### config.mk
export PLATFORM = sky130hd
export DESIGN_NAME = demux2output16bit_stream
export DESIGN_NICKNAME = d
export VERILOG_FILES = /design/src/rtl/demux2output16bit_stream.sv
export SDC_FILE = /design/constraint.sdc
export NUM_CORES = 1
export LEC_CHECK = 0
export ABC_AREA = 1
export CAP_MARGIN = 20
export CORE_AREA = 2 2 77 72
export DETAILED_ROUTE_END_ITERATION = 10
export DIE_AREA = 0 0 79 74
export PLACE_DENSITY = 0.74
export RECOVER_POWER = 50
export SLEW_MARGIN = 0
export SYNTH_ARGS = -nofsm -noshare
export SYNTH_HDL_FRONTEND = slang
export SYNTH_SLANG_ARGS = --single-unit
### constraint.sdc
create_clock -name CLK -period 2.54 [get_ports CLK]
set_clock_uncertainty 0.1 [all_clocks]
set_input_delay 0.381 -clock CLK [delete_from_list [all_inputs] [get_ports CLK]]
set_output_delay 0.381 -clock CLK [all_outputs]
set_load 0.05 [all_outputs]
### src/rtl/demux2output16bit_stream.sv
// demux2output16bit_stream: 1-to-2 word demux with registered valid/ready outputs and delivery counters
module demux2output16bit_stream #(
  parameter int WIDTH = 16,
  parameter int CNTW  = 8
) (
  input  logic             CLK,
  input  logic             RST_N,
  input  logic             S,
  input  logic [WIDTH-1:0] A,
  input  logic             IVALID,
  output logic             IREADY,
  output logic [WIDTH-1:0] O0,
  output logic             O0VALID,
  input  logic             O0READY,
  output logic [WIDTH-1:0] O1,
  output logic             O1VALID,
  input  logic             O1READY,
  output logic [CNTW-1:0]  COUNT0,
  output logic [CNTW-1:0]  COUNT1
);
  logic cap0, cap1;
  assign IREADY = S ? (!O1VALID || O1READY) : (!O0VALID || O0READY);
  assign cap0 = IVALID && IREADY && !S;
  assign cap1 = IVALID && IREADY && S;
  // output 0 buffer: a capture refills it, otherwise a delivery empties it; data holds when not captured
  always_ff @(posedge CLK or negedge RST_N)
    if (!RST_N) begin
      O0      <= '0;
      O0VALID <= 1'b0;
      COUNT0  <= '0;
    end else begin
      if (cap0) O0 <= A;
      O0VALID <= cap0 || (O0VALID && !O0READY);
      if (O0VALID && O0READY) COUNT0 <= COUNT0 + CNTW'(1);
    end
  // output 1 buffer: same behaviour as output 0, driven by the other select value
  always_ff @(posedge CLK or negedge RST_N)
    if (!RST_N) begin
      O1      <= '0;
      O1VALID <= 1'b0;
      COUNT1  <= '0;
    end else begin
      if (cap1) O1 <= A;
      O1VALID <= cap1 || (O1VALID && !O1READY);
      if (O1VALID && O1READY) COUNT1 <= COUNT1 + CNTW'(1);
    end
endmodule

Yosys cells after proc, flatten, opt, wreduce, memory -nomap -nowiden
Cells that the tools add are included.
{ "totals": {"ff_bits": 50, "inputBits": 22, "output_inout_bits": 51, "word_cells": 25} }
{ "classes": {"add_sub_neg": 2, "n_mux": 1, "n_reduce_logical": 16} }
{ "op_table": {"columns": ["op", "count"], "rows": [
  ["adder 8 x 1 -> 8 bit (second input constant)", 2],
  ["logical AND 1 bit", 7],
  ["zero test 1 bit", 5],
  ["logical OR 1 bit", 4],
  ["2-to-1 mux 1 bit", 1]
]} }

Depth between registers and ports, before layout
{ "logic_depth": {"depth_word": 6, "ltp_mapped": 7, "depth_no_buf": 7} }

Worst setup path before layout
No wires, ideal clock.
{ "synth_timing": {"kind": "register -> output", "startpoint": "register O0VALID", "endpoint": "output port IREADY", "arrival_time_ps": 1644, "t_required_ps": 2059, "path_slack_ps": 415, "path_stages_with_launch": 4, "n_path_buf": 0, "cell_sequence": "dfrtp_1 nand2_2 nor2_1 a31oi_1"} }
{ "synth_between": {"elab_chain_len": 3} }
{ "synth_lines": {"columns": ["element", "line_no", "text"], "rows": [
  ["from (decl)", "13", "output logic O0VALID,"],
  ["from (signal assigned)", "33", "O0VALID <= cap0 || (O0VALID && !O0READY);"],
  ["zero test 1 bit", "22", "assign IREADY = S ? (!O1VALID || O1READY) : (!O0VALID || O0READY);"],
  ["logical OR 1 bit", "22", null],
  ["2-to-1 mux 1 bit", "22", null],
  ["to (decl)", "11", "output logic IREADY,"]
]} }
Every way passes these cells.

Worst setup path in the final report
{ "layout_timing": {"startpoint": "input port O0READY", "endpoint": "register O0[12]"} }
{ "layout_between": {"elab_chain_len": 4} }
{ "layout_lines": {"columns": ["element", "line_no", "text"], "rows": [
  ["from (decl)", "14", "input logic O0READY,"],
  ["logical OR 1 bit", "22", null],
  ["2-to-1 mux 1 bit", "22", null],
  ["logical AND 1 bit (2 in series)", "23", "assign cap0 = IVALID && IREADY && !S;"],
  ["to (signal assigned)", "28", "O0 <= '0;"],
  ["to (signal assigned)", "32", "if (cap0) O0 <= A;"],
  ["to (decl)", "12", "output logic [WIDTH-1:0] O0,"]
]} }
Every way passes these cells.
A chain may end at the register's enable or synchronous reset.

==> results.toml <==
[outcome]
status = "completed"

[timing]
fin_setup_tns_ns = 0
tightestPinTransition_ns = 1.367
final.period_utilization_pct = 82.59
grt_setup_unrepaired = "no"
drv_slew = 0
hold_viol = 0
relSlewSlack_pct = 8.877
finalSetupViolCount = 0
layout_setup_ws_ns = 0.4421
period_minus_slack_ns = 2.098
fmax_mhz = 476.7

[cells_and_area]
diodes = 0
areaGrowthSynthToFinish_pct = 37.61
finish.net_count = 311
drive_gt1_share_pct = 15.28

[yosys]
synthMuxAreaShare_pct = 1.023
ys_warn_count = 0
synth_compound_area_share_pct = 12.56
synth_xor_xnor_area_share_pct = 3.580
synth_area_mm2 = 0.002202
synthAdderAreaFrac_pct = 1.136
ys_seq_elements = 50
synthSimpleGateAreaFrac_pct = 16.53
syn_area_per_cell_um2 = 10.39
synth_nets = 236
ys_seq_area_share_pct = 56.82
syn_inst = 212
ys_types = 20
synth_top_family_by_area = "simple AND/OR/NAND/NOR gates"

[worst_setup_path]
cp.arrival_ns = 2.16
rrSetupSlack_ns = 0.72
crit_slowest_cell = "nand3b_2"
endpoint_kind = "flip-flop"
critPathMaxStageDelay_ns = 0.65
crit_chain = "dlygate4sd3_1, inv_2, nand2_2, nand3b_2, nand2_1, o21ai_2"
worstPathRequired_ns = 2.60
critPathLaunchType = "primary input"
worst-path-max-fanout = 33
worstSetupPathType = "primary input to flip-flop"

[pwr]
p_seq_share_pct = 39.3
p_leak_nw = 1.447
finalPower_w = 0.002810
p_int_w = 0.001604
pwr-share-clk_pct = 16.4
vdd_drop_max_mv = 0.4953
power_frac_comb_pct = 44.3
swShare_pct = 42.91
p_per_area_mw_per_mm2 = 927.2
p_sw_w = 0.001206

[cts]
clock-root-buffer = "clkbuf_8"
cts_resized = 0
cts_tree = "built"
cts_sinks = 50
cts_buffers = 5
clock_latency_ns = 0.29
path_clk_slew_ns = 0.08
clk_path_buf_depth = 2
htree_levels = 2

[floorplan]
start_util_pct = 43.46
die_h_um = 74
dieWidth_um = 79
coreArea_mm2 = 0.005067
pin_count = 73
rows = 25
die-area_mm2 = 0.005846

[global_route]
grtUsageTotal_pct = 15.85
grt_pass1_wl_um = 7093
grt_overflow = 0
antenna_found_initial = 0
first_global_vias = 1568
grt_max_degree = 34

[drt]
drc = 0
first_pass_iters = 4
top_layer = "met4"
drt_iter0_drc = 37
antenna_left = 0
dr_wl_met3_um = 405
avgViaCountPerCell = 4.532
totalWireLength_um = 4287
vias = 1609
routedLengthMet1_um = 1914
wl_per_cell_um = 12.08
wl_met2_um = 1916

[place]
port_buffers = 72
globalplace.congestion = 0.7413
dp_hpwl_um = 3122
dp_slack_ns = 0.5182

[worst_hold_path]
worstHoldPathType = "flip-flop to flip-flop"

[job]
maxCapViolations = 0
[state kept, by name (all words and copies together), names as in the netlist]
| signal | flops |
|---|---|
| O1 | 16 |
| COUNT1 | 8 |
| O0VALID | 1 |
| O1VALID | 1 |
| O0 | 16 |
| COUNT0 | 8 |
[synth_stat cells]
library cell  count  area, um2
xnor2_1           5      43.79
ha_1              2      25.02
buf_6             6      67.56
xor2_1            4      35.03
nand2_2           5      31.28
inv_2             1      3.750
o21ai_2          28      245.2
nand2_1          51      191.4
nand3_4           1      17.52
dfrtp_1          50       1251
a21oi_1           1      5.000
nand4_1           4      25.02
nor2_1            4      15.01
a31oi_1           1      6.260
nor2_2            3      18.77
o21ai_1           4      20.02
mux2_2            2      22.52
inv_1            30      112.6
nand3b_4          1      20.02
nand3_1           9      45.04
[power by group through the flow]
stage | clock network, W | registers (W) | logic, W
after detailed placement | 0 | 0.00112 | 0.00127
final | 0.000462 | 0.00110 | 0.00124
after global routing | 0.000521 | 0.00113 | 0.00132
after global placement | 0 | 0.00111 | 0.00124
after CTS | 0.000487 | 0.00111 | 0.00127
after floorplan | 0 | 0.00167 | 0.000266
[placed cells by master, fill, tap and decap left out, drive strengths merged]
| cell type | netlist | final |
|---|---|---|
| clkdlybuf4s50 | 0 | 68 |
| nand2 | 56 | 56 |
| dfrtp | 50 | 50 |
| o21ai | 32 | 32 |
| inv | 31 | 31 |
| nand3 | 10 | 10 |
| clkbuf | 0 | 8 |
| nor2 | 7 | 7 |
| xnor2 | 5 | 5 |
| xor2 | 4 | 4 |
| nand4 | 4 | 4 |
| dlygate4sd3 | 0 | 3 |
| mux2 | 2 | 2 |
| ha | 2 | 2 |
| buf | 6 | 2 |
| a31oi | 1 | 1 |
| nand3b | 1 | 1 |
| a21oi | 1 | 1 |
| clkinv | 0 | 1 |
[path summary, 6_finish.rpt]
| check | startpoint | cells after the start | to |
|---|---|---|---|
| min | O0[13] | 2 | O0[13] |
| min reg2reg | O0[13] | 2 | O0[13] |
| max reg2reg | O0VALID | 4 | O0[12] |
| max in group asynchronous | RST_N | 2 | COUNT0[6] |
| max | O0READY | 6 | O0[12] |
| min in group asynchronous | RST_N | 2 | O1[10] |
[cells by family (layout without fill, tap and decap cells)]
group | after synthesis | after routing
AND/OR/NAND/NOR | 78 | 78
flip-flops | 50 | 50
buffers and inverters | 37 | 113
AO/OA/AOI/OAI | 34 | 34
XOR/XNOR | 9 | 9
adder cells (fa/ha/maj) | 2 | 2
multiplexers | 2 | 2
[per-layer routing]
metal / vias up / global-route usage (%)
met4: 0 / 4.598
li1: 815 / -
met5: - / 0
met2: 54 / 24.48
met3: 8 / 7.646
met1: 732 / 20.11
[per-stage QoR]
| stage | area (um2) | utilization, % | hold WS [ns] | instances |
|---|---|---|---|---|
| floorplan | 2202 | - | -0.01459 | 212 |
| detailed placement | 2964 | 58.49 | 0.3126 | 346 |
| CTS | 3065 | 60.49 | 0.3899 | 355 |
| finish | 3030 | 59.80 | 0.3855 | 355 |
| global placement | 2964 | 58.49 | 0.3074 | 346 |
| global route | 3030 | 59.80 | 0.4071 | 355 |
[critical path: cells and delay by family]
family	cells	cell delay, ns
compound gates	1	0.07
simple gates	3	1.02
buf+inv	2	0.67
[layout make-up]
class | count | area (um2)
Timing Repair Buffer | 74 | 754.5
Clock buffer | 7 | 86.33
Tap cell | 67 | 83.83
Inverter | 31 | 116.4
Multi-Input combinational cell | 125 | 733.2
Fill cell | 463 | 2037
Clock inverter | 1 | 5.005
Sequential cell | 50 | 1251
[repair_timing]
item                                    in CTS  in global routing
endpoints found under the hold margin       23                  0
hold buffers                                 1                  0
endpoints found under the setup margin       0                  0
buffers inserted                             0                  0
Note: power is estimated with default switching activity, not from simulation.
